<file path="src/rtl/mem_access_unit_if.sv">
// Memory-side handshake bundle: address/write data out, read data and ack back.
interface mem_access_unit_if;
   logic [15:0] mem_addr;
   logic [15:0] mem_wdata;
   logic        mem_req;
   logic        mem_we;
   logic [15:0] mem_rdata;
   logic        mem_ack;

   modport master (
      output mem_addr,
      output mem_wdata,
      output mem_req,
      output mem_we,
      input  mem_rdata,
      input  mem_ack
   );

   modport slave (
      input  mem_addr,
      input  mem_wdata,
      input  mem_req,
      input  mem_we,
      output mem_rdata,
      output mem_ack
   );
endinterface

</file>
<file path="src/rtl/mem_access_unit.sv">
// LC-3 style memory access unit: MAR/MDR registers plus a request/ack
// sequencer with a bounded wait and a sticky timeout flag.
//
// state | meaning
// ------+--------------------------------------------------------------
// IDLE  | not busy; MAR/MDR loads and mio_en accepted
// REQ   | first request cycle; wait timer freshly loaded
// WAIT  | request held until ack or wait timer terminal count
// DONE  | one-cycle ready pulse, then back to IDLE
module mem_access_unit #(
   parameter int unsigned TIMEOUT = 15
) (
   input  logic              clk,
   input  logic              rst_n,
   input  logic [15:0]       bus_in,
   input  logic              ld_mar,
   input  logic              ld_mdr,
   input  logic              mio_en,
   input  logic              r_w,
   mem_access_unit_if.master mem_bus,
   output logic [15:0]       mar_out,
   output logic [15:0]       mdr_out,
   output logic              ready,
   output logic              busy,
   output logic              bus_err
);

   typedef enum logic [1:0] {
      IDLE = 2'd0,
      REQ  = 2'd1,
      WAIT = 2'd2,
      DONE = 2'd3
   } state_t;

   // Down-counter preset to the allowed number of WAIT cycles; the access
   // aborts on the WAIT cycle that sees a count of one.
   localparam logic [3:0] WAIT_LOAD = 4'(TIMEOUT);

   state_t      state_q, state_d;
   logic [15:0] mar_q, mar_d;
   logic [15:0] mdr_q, mdr_d;
   logic        dir_q, dir_d;
   logic [3:0]  wait_cnt_q, wait_cnt_d;
   logic        bus_err_q, bus_err_d;

   logic        mem_req_o;
   logic        mem_we_o;
   logic        ready_o;
   logic        busy_o;

   // State register
   always_ff @(posedge clk or negedge rst_n) begin
      if (!rst_n) begin
         state_q <= IDLE;
      end else begin
         state_q <= state_d;
      end
   end

   // Datapath registers
   always_ff @(posedge clk or negedge rst_n) begin
      if (!rst_n) begin
         mar_q      <= 16'h0000;
         mdr_q      <= 16'h0000;
         dir_q      <= 1'b0;
         wait_cnt_q <= 4'd0;
         bus_err_q  <= 1'b0;
      end else begin
         mar_q      <= mar_d;
         mdr_q      <= mdr_d;
         dir_q      <= dir_d;
         wait_cnt_q <= wait_cnt_d;
         bus_err_q  <= bus_err_d;
      end
   end

   // Next-state and register updates
   always_comb begin
      state_d    = state_q;
      mar_d      = mar_q;
      mdr_d      = mdr_q;
      dir_d      = dir_q;
      wait_cnt_d = wait_cnt_q;
      bus_err_d  = bus_err_q;

      case (state_q)
         IDLE: begin
            if (ld_mar) begin
               mar_d = bus_in;
            end
            // A bus load of MDR is blocked when an access starts, except for
            // a write, which then carries the freshly loaded data.
            if (ld_mdr && (!mio_en || r_w)) begin
               mdr_d = bus_in;
            end
            if (mio_en) begin
               dir_d      = r_w;
               wait_cnt_d = WAIT_LOAD;
               bus_err_d  = 1'b0;
               state_d    = REQ;
            end
         end
         REQ: begin
            if (mem_bus.mem_ack) begin
               if (!dir_q) begin
                  mdr_d = mem_bus.mem_rdata;
               end
               state_d = DONE;
            end else begin
               state_d = WAIT;
            end
         end
         WAIT: begin
            if (mem_bus.mem_ack) begin
               if (!dir_q) begin
                  mdr_d = mem_bus.mem_rdata;
               end
               state_d = DONE;
            end else if (wait_cnt_q <= 4'd1) begin
               wait_cnt_d = 4'd0;
               bus_err_d  = 1'b1;
               state_d    = DONE;
            end else begin
               wait_cnt_d = wait_cnt_q - 4'd1;
            end
         end
         DONE: begin
            state_d = IDLE;
         end
         default: begin
            state_d = IDLE;
         end
      endcase
   end

   // Outputs decoded from state
   always_comb begin
      mem_req_o = 1'b0;
      mem_we_o  = 1'b0;
      ready_o   = 1'b0;
      busy_o    = 1'b1;
      case (state_q)
         IDLE: busy_o = 1'b0;
         REQ, WAIT: begin
            mem_req_o = 1'b1;
            mem_we_o  = dir_q;
         end
         DONE: ready_o = 1'b1;
         default: busy_o = 1'b1;
      endcase
   end

   assign mem_bus.mem_addr  = mar_q;
   assign mem_bus.mem_wdata = mdr_q;
   assign mem_bus.mem_req   = mem_req_o;
   assign mem_bus.mem_we    = mem_we_o;
   assign mar_out           = mar_q;
   assign mdr_out           = mdr_q;
   assign ready             = ready_o;
   assign busy              = busy_o;
   assign bus_err           = bus_err_q;

endmodule
</file>
<file path="src/flat_wrapper.sv">
// flat-port wrapper written by rule: the top's interface ports become plain ports
module mem_access_unit_flat 
#(
   parameter int unsigned TIMEOUT = 15
)
  (clk, rst_n, bus_in, ld_mar, ld_mdr, mio_en, r_w, mar_out, mdr_out, ready, busy, bus_err, mem_bus_mem_addr, mem_bus_mem_wdata, mem_bus_mem_req, mem_bus_mem_we, mem_bus_mem_rdata, mem_bus_mem_ack);
  mem_access_unit_if mem_bus_i ();
  input  logic clk;
  input  logic rst_n;
  input  logic [15:0] bus_in;
  input  logic ld_mar;
  input  logic ld_mdr;
  input  logic mio_en;
  input  logic r_w;
  output logic [15:0] mar_out;
  output logic [15:0] mdr_out;
  output logic ready;
  output logic busy;
  output logic bus_err;
  output wire logic [$bits(mem_bus_i.mem_addr)-1:0] mem_bus_mem_addr;
  output wire logic [$bits(mem_bus_i.mem_wdata)-1:0] mem_bus_mem_wdata;
  output wire logic [$bits(mem_bus_i.mem_req)-1:0] mem_bus_mem_req;
  output wire logic [$bits(mem_bus_i.mem_we)-1:0] mem_bus_mem_we;
  input wire logic [$bits(mem_bus_i.mem_rdata)-1:0] mem_bus_mem_rdata;
  input wire logic [$bits(mem_bus_i.mem_ack)-1:0] mem_bus_mem_ack;
  assign mem_bus_mem_addr = mem_bus_i.mem_addr;
  assign mem_bus_mem_wdata = mem_bus_i.mem_wdata;
  assign mem_bus_mem_req = mem_bus_i.mem_req;
  assign mem_bus_mem_we = mem_bus_i.mem_we;
  assign mem_bus_i.mem_rdata = mem_bus_mem_rdata;
  assign mem_bus_i.mem_ack = mem_bus_mem_ack;
  mem_access_unit #(.TIMEOUT(TIMEOUT)) u_core (.clk(clk), .rst_n(rst_n), .bus_in(bus_in), .ld_mar(ld_mar), .ld_mdr(ld_mdr), .mio_en(mio_en), .r_w(r_w), .mem_bus(mem_bus_i), .mar_out(mar_out), .mdr_out(mdr_out), .ready(ready), .busy(busy), .bus_err(bus_err));
endmodule
</file>
<file path="config.mk">
export PLATFORM = sky130hd
export DESIGN_NAME = mem_access_unit_flat
export DESIGN_NICKNAME = d
export VERILOG_FILES = /design/src/rtl/mem_access_unit_if.sv /design/src/rtl/mem_access_unit.sv /design/src/flat_wrapper.sv
export SDC_FILE = /design/constraint.sdc
export NUM_CORES = 1
export LEC_CHECK = 0
export ABC_AREA = 1
export CORE_MARGIN = 4
export CORE_UTILIZATION = 44
export DETAILED_ROUTE_END_ITERATION = 10
export PLACE_DENSITY = 0.86
export SETUP_SLACK_MARGIN = 0.05
export SYNTH_ARGS = -nofsm -noshare
export SYNTH_HDL_FRONTEND = slang
export SYNTH_SLANG_ARGS = --single-unit
</file>
<file path="constraint.sdc">
create_clock -name clk -period 3.2 [get_ports clk]
set_clock_uncertainty 0.15 [all_clocks]
set_input_delay 0.64 -clock clk [delete_from_list [all_inputs] [get_ports clk]]
set_output_delay 0.64 -clock clk [all_outputs]
set_load 0.02 [all_outputs]
</file>
==> results.md <==
- Status: completed
- Startpoint types: flip-flop
- WL/cell: around 13 µm
- TritonCTS clock tree: done
- Hold Fails Final Rpt: 0
- Crit path cell chain: inv_1, ha_1, buf_4, clkdlybuf4s50_1
- Slowest cell on crit path: clkdlybuf4s50_1
- Slew Limit Fails: 0
- H-tree depth: 2
- Synth Instances: 285
- CP peak stage delay: 640 ps
- WP buf/inv: 3
- Synth Cell Area: between 2000 and 2500 µm²
- Crit path max fanout: 18
- Most common cell in the netlist: nand2_1
- #FFs+latches synth: 40
- WL final: 5650 µm
- Final setup violation count: 0
- Final nets: 404
- Total congestion overflow: 0
- Port buffer count: between 100 and 150
- Initial antenna violation count: 0
- Area of the multi-input gates: between 800 and 900 µm²
- Number of max-cap violations: 0
- Power Total: 3760 µW
- Library cells used by synthesis: 22
- Post-CTS Setup Bufs: 0
- Delay-heaviest family, CP: buffers and inverters
- Die Height: 79.3 µm
- Commonest cells in the netlist: nand2_1 (86), dfrtp_1 (40), o21ai_0 (36), buf_4 (35), inv_1 (34)
- Crit path kind: flip-flop to output port
- Worst Max-Slew Pin Slew: 925 ps
- Critical Path RT: 2410 ps
- Register area: 1000 µm²
- Post-Route Setup TNS: 0 ps
- EDFF count, synth: 0
- IO Pins: 108
- FMAX: 0.360 GHz
- DRT iter0 DRCs: 116
- Largest net degree at the start of global routing: 41
- DRC violations left: 0
- Yosys Warn Count: 0
- Filler cells: roughly 450
- Crit path DAT: 1990 ps
- TritonCTS buffer count: 5
- Area leader, netlist: dfrtp_1
- ANT nets after route: 0
- PostCTS Resize Cnt: 0
- Crit share post-route: 86.9%
- Worst-path clk slew: ~80 ps
- Total number of vias: 2,017
- Crit. path cell count: 4
- Core Area: roughly 4800 µm²
- Sequential area share after synthesis: 44.8%
- Worst r2r dst: u_core.mdr_out[13]
- Vias in the first global route: approximately 2,100
- Die width: 79.3 µm
- Unrepaired setup endpoints after global routing: false
- Worst Reg2Reg Path Length in Cells: 7
- Area grow syn2layout: 44.6%
- Avg Synthesized Cell Area: 7.84 µm²
- Top_reg_cell synth: dfrtp_1
- CTS sink cnt: 40
- # rows: 25
- HP Class: input port to asynchronous set/reset pin
- CTS root buf: clkbuf_8
- RePlAce Congestion: 0.861
- Die area: 6280 µm²
- R2R Setup Slk: 1020 ps
- Synth top area share: 44.8%
- Initial DRT Pass Iterations: 4
- Hold buffers post-CTS: 0
- Ant diodes: 0
- Post-DR vias/cell: 4.73
- Layout cells sized above 1: about 4.5%
- Clock buffer depth: 2
- Tot GR Track Use: 18.8%
- Syn_nets: 330
- Worst-Skew Late Latency: 290 ps
- DP Wirelength: 4410 µm
- Crit end category: output port
- Global-route wire length before repair: 9510 µm
- Async SR Flop Fraction: 100%
- Worst slew margin: a little under two fifths
- Leak: 0.00156 µW
- Top cells by area, synth: dfrtp_1 (45%), nand2_1 (14%), buf_4 (12%)
- Initial Util: 46.4%
- Worst r2r src: u_core.state_q[0]
- Worst IR Drop VDD: 0.840 mV
- PwrDens: about 1200 nW/µm²
- Tmin final: 2780 ps
## worst max-delay path by stage
stage / to / start
finish: mem_bus_mem_req / u_core.state_q[0]
floorplan: mem_bus_mem_we / u_core.state_q[0]
CTS: mem_bus_mem_req / u_core.state_q[0]
global route: mem_bus_mem_req / u_core.state_q[0]
detailed placement: mem_bus_mem_req / u_core.state_q[0]
global placement: mem_bus_mem_req / u_core.state_q[0]
## through the flow
| stage | hold WS (ps) | setup slack, ps | utilization, % | cells | cell area, µm² |
|---|---|---|---|---|---|
| 4_1_cts | 356 | 404 | 67.1 | 426 | 3230 |
| 5_1_grt | 390 | 289 | 67.1 | 426 | 3230 |
| 3_3_place_gp | 328 | 788 | 64.4 | 419 | 3100 |
| 3_5_place_dp | 339 | 731 | 64.4 | 419 | 3100 |
| 2_1_floorplan | 194 | 912 | - | 285 | 2230 |
| 6_report | 320 | 420 | 67.1 | 426 | 3230 |
## cells by family (layout without fill, tap and decap cells)
group | after synthesis | in the layout | synth area share [%]
compound gates | 41 | 41 | 9.91
fa+ha+maj | 6 | 6 | 3.36
buf+inv | 77 | 151 | 19.2
flops | 40 | 40 | 44.8
simple gates | 121 | 121 | 22.7
## sequential cells by signal, summed over array words and instances, names as in the netlist
name,flops
u_core.mar_out,16
u_core.mdr_out,16
u_core.wait_cnt_q,4
u_core.state_q,2
u_core.bus_err,1
u_core.dir_q,1
## power breakdown
part | total, µW | internal [µW] | leakage (µW) | switching, µW
Sequential | 930 | 736 | 0.000488 | 193
Combinational | 2340 | 1010 | 0.00100 | 1330
Clock | 484 | 307 | 0.0000642 | 177
Total | 3760 | 2060 | 0.00156 | 1700
## metal layers
| layer | vias to the layer above | wire, µm | share of wire (%) | GRT usage, % |
|---|---|---|---|---|
| li1 | 1006 | - | - | - |
| met1 | 933 | 2370 | 42 | 23.9 |
| met2 | 74 | 2900 | 51 | 33.2 |
| met3 | 4 | 350 | 6.2 | 3.17 |
| met4 | 0 | 30 | 0.53 | 4.64 |
| met5 | - | 0 | 0 | 0 |
## worst reg2reg max path: cells and delay by family, from the launching register on
kind / cells / cell delay, ps
adder cells (fa/ha/maj): 1 / 330
flip-flops: 1 / 430
buffers and inverters: 2 / 310
AO/OA/AOI/OAI: 1 / 450
AND/OR/NAND/NOR: 3 / 410
## cells in the final DEF, fill, tap and decap left out
cell type,count
nand3_1,23
o21ai_4,1
buf_4,2
inv_2,1
a21oi_1,1
nand2_1,86
inv_1,34
o211ai_1,1
clkdlybuf4s50_1,106
nand2_4,1
nor2_4,1
nor3_1,2
a21boi_0,1
o21ai_1,1
clkbuf_8,5
nor2_1,5
o21ai_0,36
bufinv_16,2
buf_2,1
dfrtp_1,40
ha_1,6
nor2_2,2
nand4_1,1
## cell type report
class	count	share of cell area, %
Multi-Input combinational cell	168	24.9
Timing Repair Buffer	109	33.5
Tap cell	67	2.59
Sequential cell	40	31.0
Clock buffer	5	2.13
Inverter	35	4.07
Clock inverter	2	1.86
(Power assumes the default switching activity.)
==> variant 1: new RTL, config.mk and constraints unchanged <==
Reset style: synchronous (`rst_n`), changed in 2 clocked blocks.
--- a/src/rtl/mem_access_unit.sv
+++ b/src/rtl/mem_access_unit.sv
@@ -51,3 +51,3 @@
    // State register
-   always_ff @(posedge clk or negedge rst_n) begin
+   always_ff @(posedge clk) begin
       if (!rst_n) begin
@@ -60,3 +60,3 @@
    // Datapath registers
-   always_ff @(posedge clk or negedge rst_n) begin
+   always_ff @(posedge clk) begin
       if (!rst_n) begin
Behaviour: differs if rst_n is asserted again (counterexample within 4 cycles, from zero or initial values and one cycle with rst_n low); with rst_n held inactive, the same outputs for 10 cycles.
==> variant 1 against the original RTL <==
Area after synthesis decreased by 1.1%; sequential cell count unchanged; final area decreased by 1.4%; hold slack improved by 16 ps; maximum frequency increased by 1.9%; power decreased by 9.1%; register-to-register slack got worse by 190 ps; core utilization decreased by 0.48 points; count of clock-buffer cells in the layout unchanged; wire length increased by 8.5%; cell count increased by 9.6%; synthesized cell count increased by 15%; setup slack improved by 51 ps; critical path type unchanged; critical endpoint is now mem_bus_mem_we; largest cell class unchanged; highest routed layer unchanged.
==> variant 1: results (changes against the original RTL) <==
| Metric | Value |
|---|---|
| Async set-reset flop share out of synthesis | 0% (-100 points) |
| Met3 Use GR | 3.97% (+0.79 points) |
| Reg clk slew, reported paths | 80 ps (about the same) |
| Overflow after GRT | 0 (unchanged) |
| Largest net degree at the start of global routing | 37 (-9.8%) |
| CP top delay family | buffers and inverters |
| Number of port buffers | 107 (unchanged) |
| Max layer used | met4 |
| Synth Area in Compound Gates | 11.0% (+1.1 points) |
| Crit path largest cell delay | 600 ps (-40 ps) |
| Post-synth top cells | nor2_1, nand2_1, dfxtp_1, buf_4, inv_1 |
| Lkg Pwr | 1.44 nW (-7.6%) |
| DRT iter0 DRCs | 154 (+33%) |
| Post-Syn Nets | 373 (+13%) |
| Final Hold Fails | 0 (unchanged) |
| HP Class | reg -> reg |
| Met3 Routed Length | 506 um (+45%) |
| Met2 Track Usage GR | 35.1% (+2.0 points) |
| Sw frac | 47.8% (+2.6 points) |
| Multiplexer share of the synthesized area | 0% (unchanged) |
| Via Count | 2266 (+12%) |
| Post-synthesis sequential area ratio | 36.2% (-8.6 points) |
| Antenna violations before repair | 0 (unchanged) |
| Post-Route M1 WL | 2.44 mm (+2.9%) |
| NumNets Final | 445 (+10%) |
| Worst-Margin Slew | 526 ps (-399 ps) |
| Layout cells sized above 1 | 4.50% (+0.043 points) |
| Tot GR Track Use | 19.0% (+0.21 points) |
| GR Util met1 | 21.8% (-2.1 points) |
| Pre-CTS setup slack | 782 ps (+50.9 ps) |
| Clock net power | 427 uW (-12%) |
| CP max-delay cell | clkdlybuf4s50_1 |
| Longest Clk Path Bufs | 2 (unchanged) |
| H-tree levels | 2 (unchanged) |
| Predominant post-synthesis flop cell | dfxtp_1 |
| Placed insts | 459 (+9.5%) |
| Synth area leaders | dfxtp_1, nor2_1, buf_4 |
| Vias in the first global route | 2083 (+0.92%) |
| Post-DR wirelength/cell | 13.1 um (-1.1%) |
| Adder-cell share of the synthesized area | 3.96% (+0.60 points) |
| Status | completed |
| Gate Count Post-Synth | 327 (+15%) |
| Met2 WL | 3.08 mm (+6.1%) |
| Syn. warnings | 0 (unchanged) |
| Clock share of power | 12.5% (-0.4 points) |
| Peak fanout along the critical path | 5 (-13) |
| GPL Wtd Cong | 0.840 (-2.5%) |
| Global-route wire length before repair | 9.48 mm (-0.29%) |
| XOR/XNOR Fraction of Synth Area | 0% (unchanged) |
| Peak supply drop | 0.000682 V (-19%) |
| TritonCTS Buffers | 5 (unchanged) |
| Seq. pwr | 811 uW (-13%) |
| Yosys cell types | 21 (-4.5%) |
| HPWL after detailed placement | 4.71 mm (+6.7%) |
| ANT cells | 0 (unchanged) |
| Finished Layout Cells | 467 (+9.6%) |
| Clk Tree Root Cell | clkbuf_8 |
| Post-CTS sizing | 0 (unchanged) |
| Worst-skew pair later-pin latency | 290 ps (about the same) |
| Placed instance area | 3070 um^2 (-0.97%) |
-- variant 1: cell count changes after synthesis, sizes merged, moves of 2 or more --
cell,before,now
nor3,2,0
o21ai,38,21
dfxtp,0,40
dfrtp,40,0
buf,37,39
nand2,87,55
a21oi,1,23
nor2,8,77
-- variant 1: path summary, 6_finish.rpt --
| check | slack [ps] | startpoint | cells past startpoint | to |
|---|---|---|---|---|
| hold reg to reg | 340 | u_core.bus_err | 2 | u_core.bus_err |
| hold / removal | 340 | u_core.bus_err | 2 | u_core.bus_err |
| setup reg to reg | 830 | u_core.state_q[0] | 8 | u_core.mdr_out[3] |
| setup / recovery | 470 | u_core.state_q[0] | 5 | mem_bus_mem_we |
-- variant 1: layout make-up --
type	count	area, um^2
Tap cell	67	83.8
Clock buffer	5	68.8
Sequential cell	40	801
Multi-Input combinational cell	208	970
Timing Repair Buffer	109	1090
Fill cell	435	1600
Inverter	35	131
Clock inverter	3	46.3
==> variant 2: new RTL, same settings <==
Without the edit above. `TIMEOUT` is set to 15 in 2 places; all go to 8.
--- a/src/rtl/mem_access_unit.sv
+++ b/src/rtl/mem_access_unit.sv
@@ -10,3 +10,3 @@
 module mem_access_unit #(
-   parameter int unsigned TIMEOUT = 15
+   parameter int unsigned TIMEOUT = 8
 ) (
--- a/src/flat_wrapper.sv
+++ b/src/flat_wrapper.sv
@@ -3,3 +3,3 @@
 #(
-   parameter int unsigned TIMEOUT = 15
+   parameter int unsigned TIMEOUT = 8
 )
Behaviour: no difference found for any inputs over 4 cycles, from zero or initial values and one cycle with rst_n low; that may be too few to reach the edited logic, so the function may still have changed.
==> variant 2 against the original RTL <==
Maximum frequency increased by 6.8%; setup slack improved by 180 ps; sequential share of layout area increased by 0.17 points; sequential cell count unchanged; wire length decreased by 2.4%; hold slack got worse by 10 ps; area after synthesis increased by 0.95%; register-to-register slack got worse by 40 ps; sequential power increased by 2%; final area decreased by 0.54%; largest cell class unchanged; power about the same.
==> variant 2: results (changes against the original RTL) <==
| Metric | Value |
|---|---|
| Status | completed |
| Fill count | 416 (-7.8%) |
| Synth area leaders | dfrtp_1, nand2_1, buf_4 |
| Worst relative slew slack | 42.2% (+3.9 points) |
| Worst path arrival time | 1810 ps (-180 ps) |
| Async set-reset flop share out of synthesis | 100% (unchanged) |
| DRT iter0 DRCs | 72 (-38%) |
| Post-Syn Nets | 338 (+2.4%) |
| Pre-CTS setup slack | 898 ps (+167 ps) |
| Vias in the first global route | 2048 (-0.78%) |
| XOR/XNOR Fraction of Synth Area | 0% (unchanged) |
| Min Hold Slack | 310 ps (-10.1 ps) |
| Placed insts | 426 (+1.7%) |
| Lkg Pwr | 1.57 nW (+0.55%) |
| Worst R2R Path Depth | 8 (+1) |
| Yosys cell types | 19 (-14%) |
| Layout cells sized above 1 | 4.36% (-0.097 points) |
| Worst R2R Setup Slack | 980 ps (-40 ps) |
| Finished Layout Cells | 434 (+1.9%) |
| Synth Area in Compound Gates | 9.04% (-0.87 points) |
| 1st-pass router iterations | 4 (unchanged) |
| Routed vias/inst | 4.73 (-0.14%) |
| Multiplexer share of the synthesized area | 0% (unchanged) |
| Adder-cell share of the synthesized area | 3.33% (-0.032 points) |
| Antenna violations before repair | 0 (unchanged) |
| Post-synthesis sequential area ratio | 44.4% (-0.42 points) |
| Worst-skew pair later-pin latency | between 200 and 300 ps |
| Syn_area_per_cell | 7.70 um^2 (-1.8%) |
| Clk Tree Root Cell | clkbuf_8 |
| ANT cells | 0 (unchanged) |
| NumNets Final | 411 (+1.7%) |
| Reg2reg end | u_core.mdr_out[9] |
| Peak supply drop | 0.00123 V (+46%) |
| GPL Wtd Cong | 0.778 (-9.6%) |
| Post-DR wirelength/cell | 12.7 um (-4.2%) |
| Tot GR Track Use | 18.3% (-0.52 points) |
| Post-synth top cells | nand2_1, dfrtp_1, buf_4, o21ai_0, inv_1 |
| Peak fanout along the critical path | 5 (-13) |
| HPWL after detailed placement | 4.28 mm (-3.1%) |
## variant 2: cell types whose count changed after synthesis, sizes merged
cell	change
o211ai	-1
nand3b	+1
buf	+1
inv	-3
nand3	+2
nor2	+2
nand2	+11
a21oi	+1
nor3	-2
nand4	-1
o21ai	-3
## variant 2: cell families after synthesis
group / count (synthesis)
and+or+nand+nor: 134
AOI/OAI and AO/OA: 38
buffers and inverters: 75
DFF: 40
adders and majority gates: 6
## variant 2: how the worst max path moves through the flow
stage                                end  slack (ps)  cells past startpoint
after global placement    mem_bus_mem_we         910                      5
final                     mem_bus_mem_we         600                      5
after detailed placement  mem_bus_mem_we         900                      5
after CTS                 mem_bus_mem_we         590                      5
after global routing      mem_bus_mem_we         450                      5
after floorplan           mem_bus_mem_we         920                      6
## variant 2: worst max-delay path, stage by stage (launching register included)
cell and delay (ps):
dfrtp_1 420, inv_1 100, ha_1 320, nand2_1 60, inv_1 40, clkdlybuf4s50_1 590
## variant 2: stage by stage
| stage | area (um^2) | util (%) |
|---|---|---|
| finish | 3210 | 66.3 |
| detailed placement | 3120 | 64.4 |
| CTS | 3210 | 66.3 |
| global route | 3210 | 66.3 |
| global placement | 3120 | 64.4 |
| floorplan | 2260 | - |
## variant 2: routing by layer
metal	wire length (um)	track usage, %	up-vias
li1	-	-	1020
met1	2300	22.3	939
met2	2690	32.0	86
met3	462	4.85	7
met4	59	4.64	0
met5	0	0	-
## variant 2: power breakdown
part           switching, mW  internal [mW]  total (mW)
sequential             0.201          0.748       0.949
clock                  0.168          0.172       0.340
combinational           1.41           1.06        2.47
total                   1.78           1.98        3.76
## variant 2: area by class of cell
class	count	area (um^2)	area share (%)
repair buffers	109	1080	33.6
flip-flops and latches	40	1000	31.2
multi-input cells	178	835	26.0
inverters	32	120	3.74
well taps	67	83.8	2.61
clock buffers	6	82.6	2.57
clock inverters	2	10.0	0.312
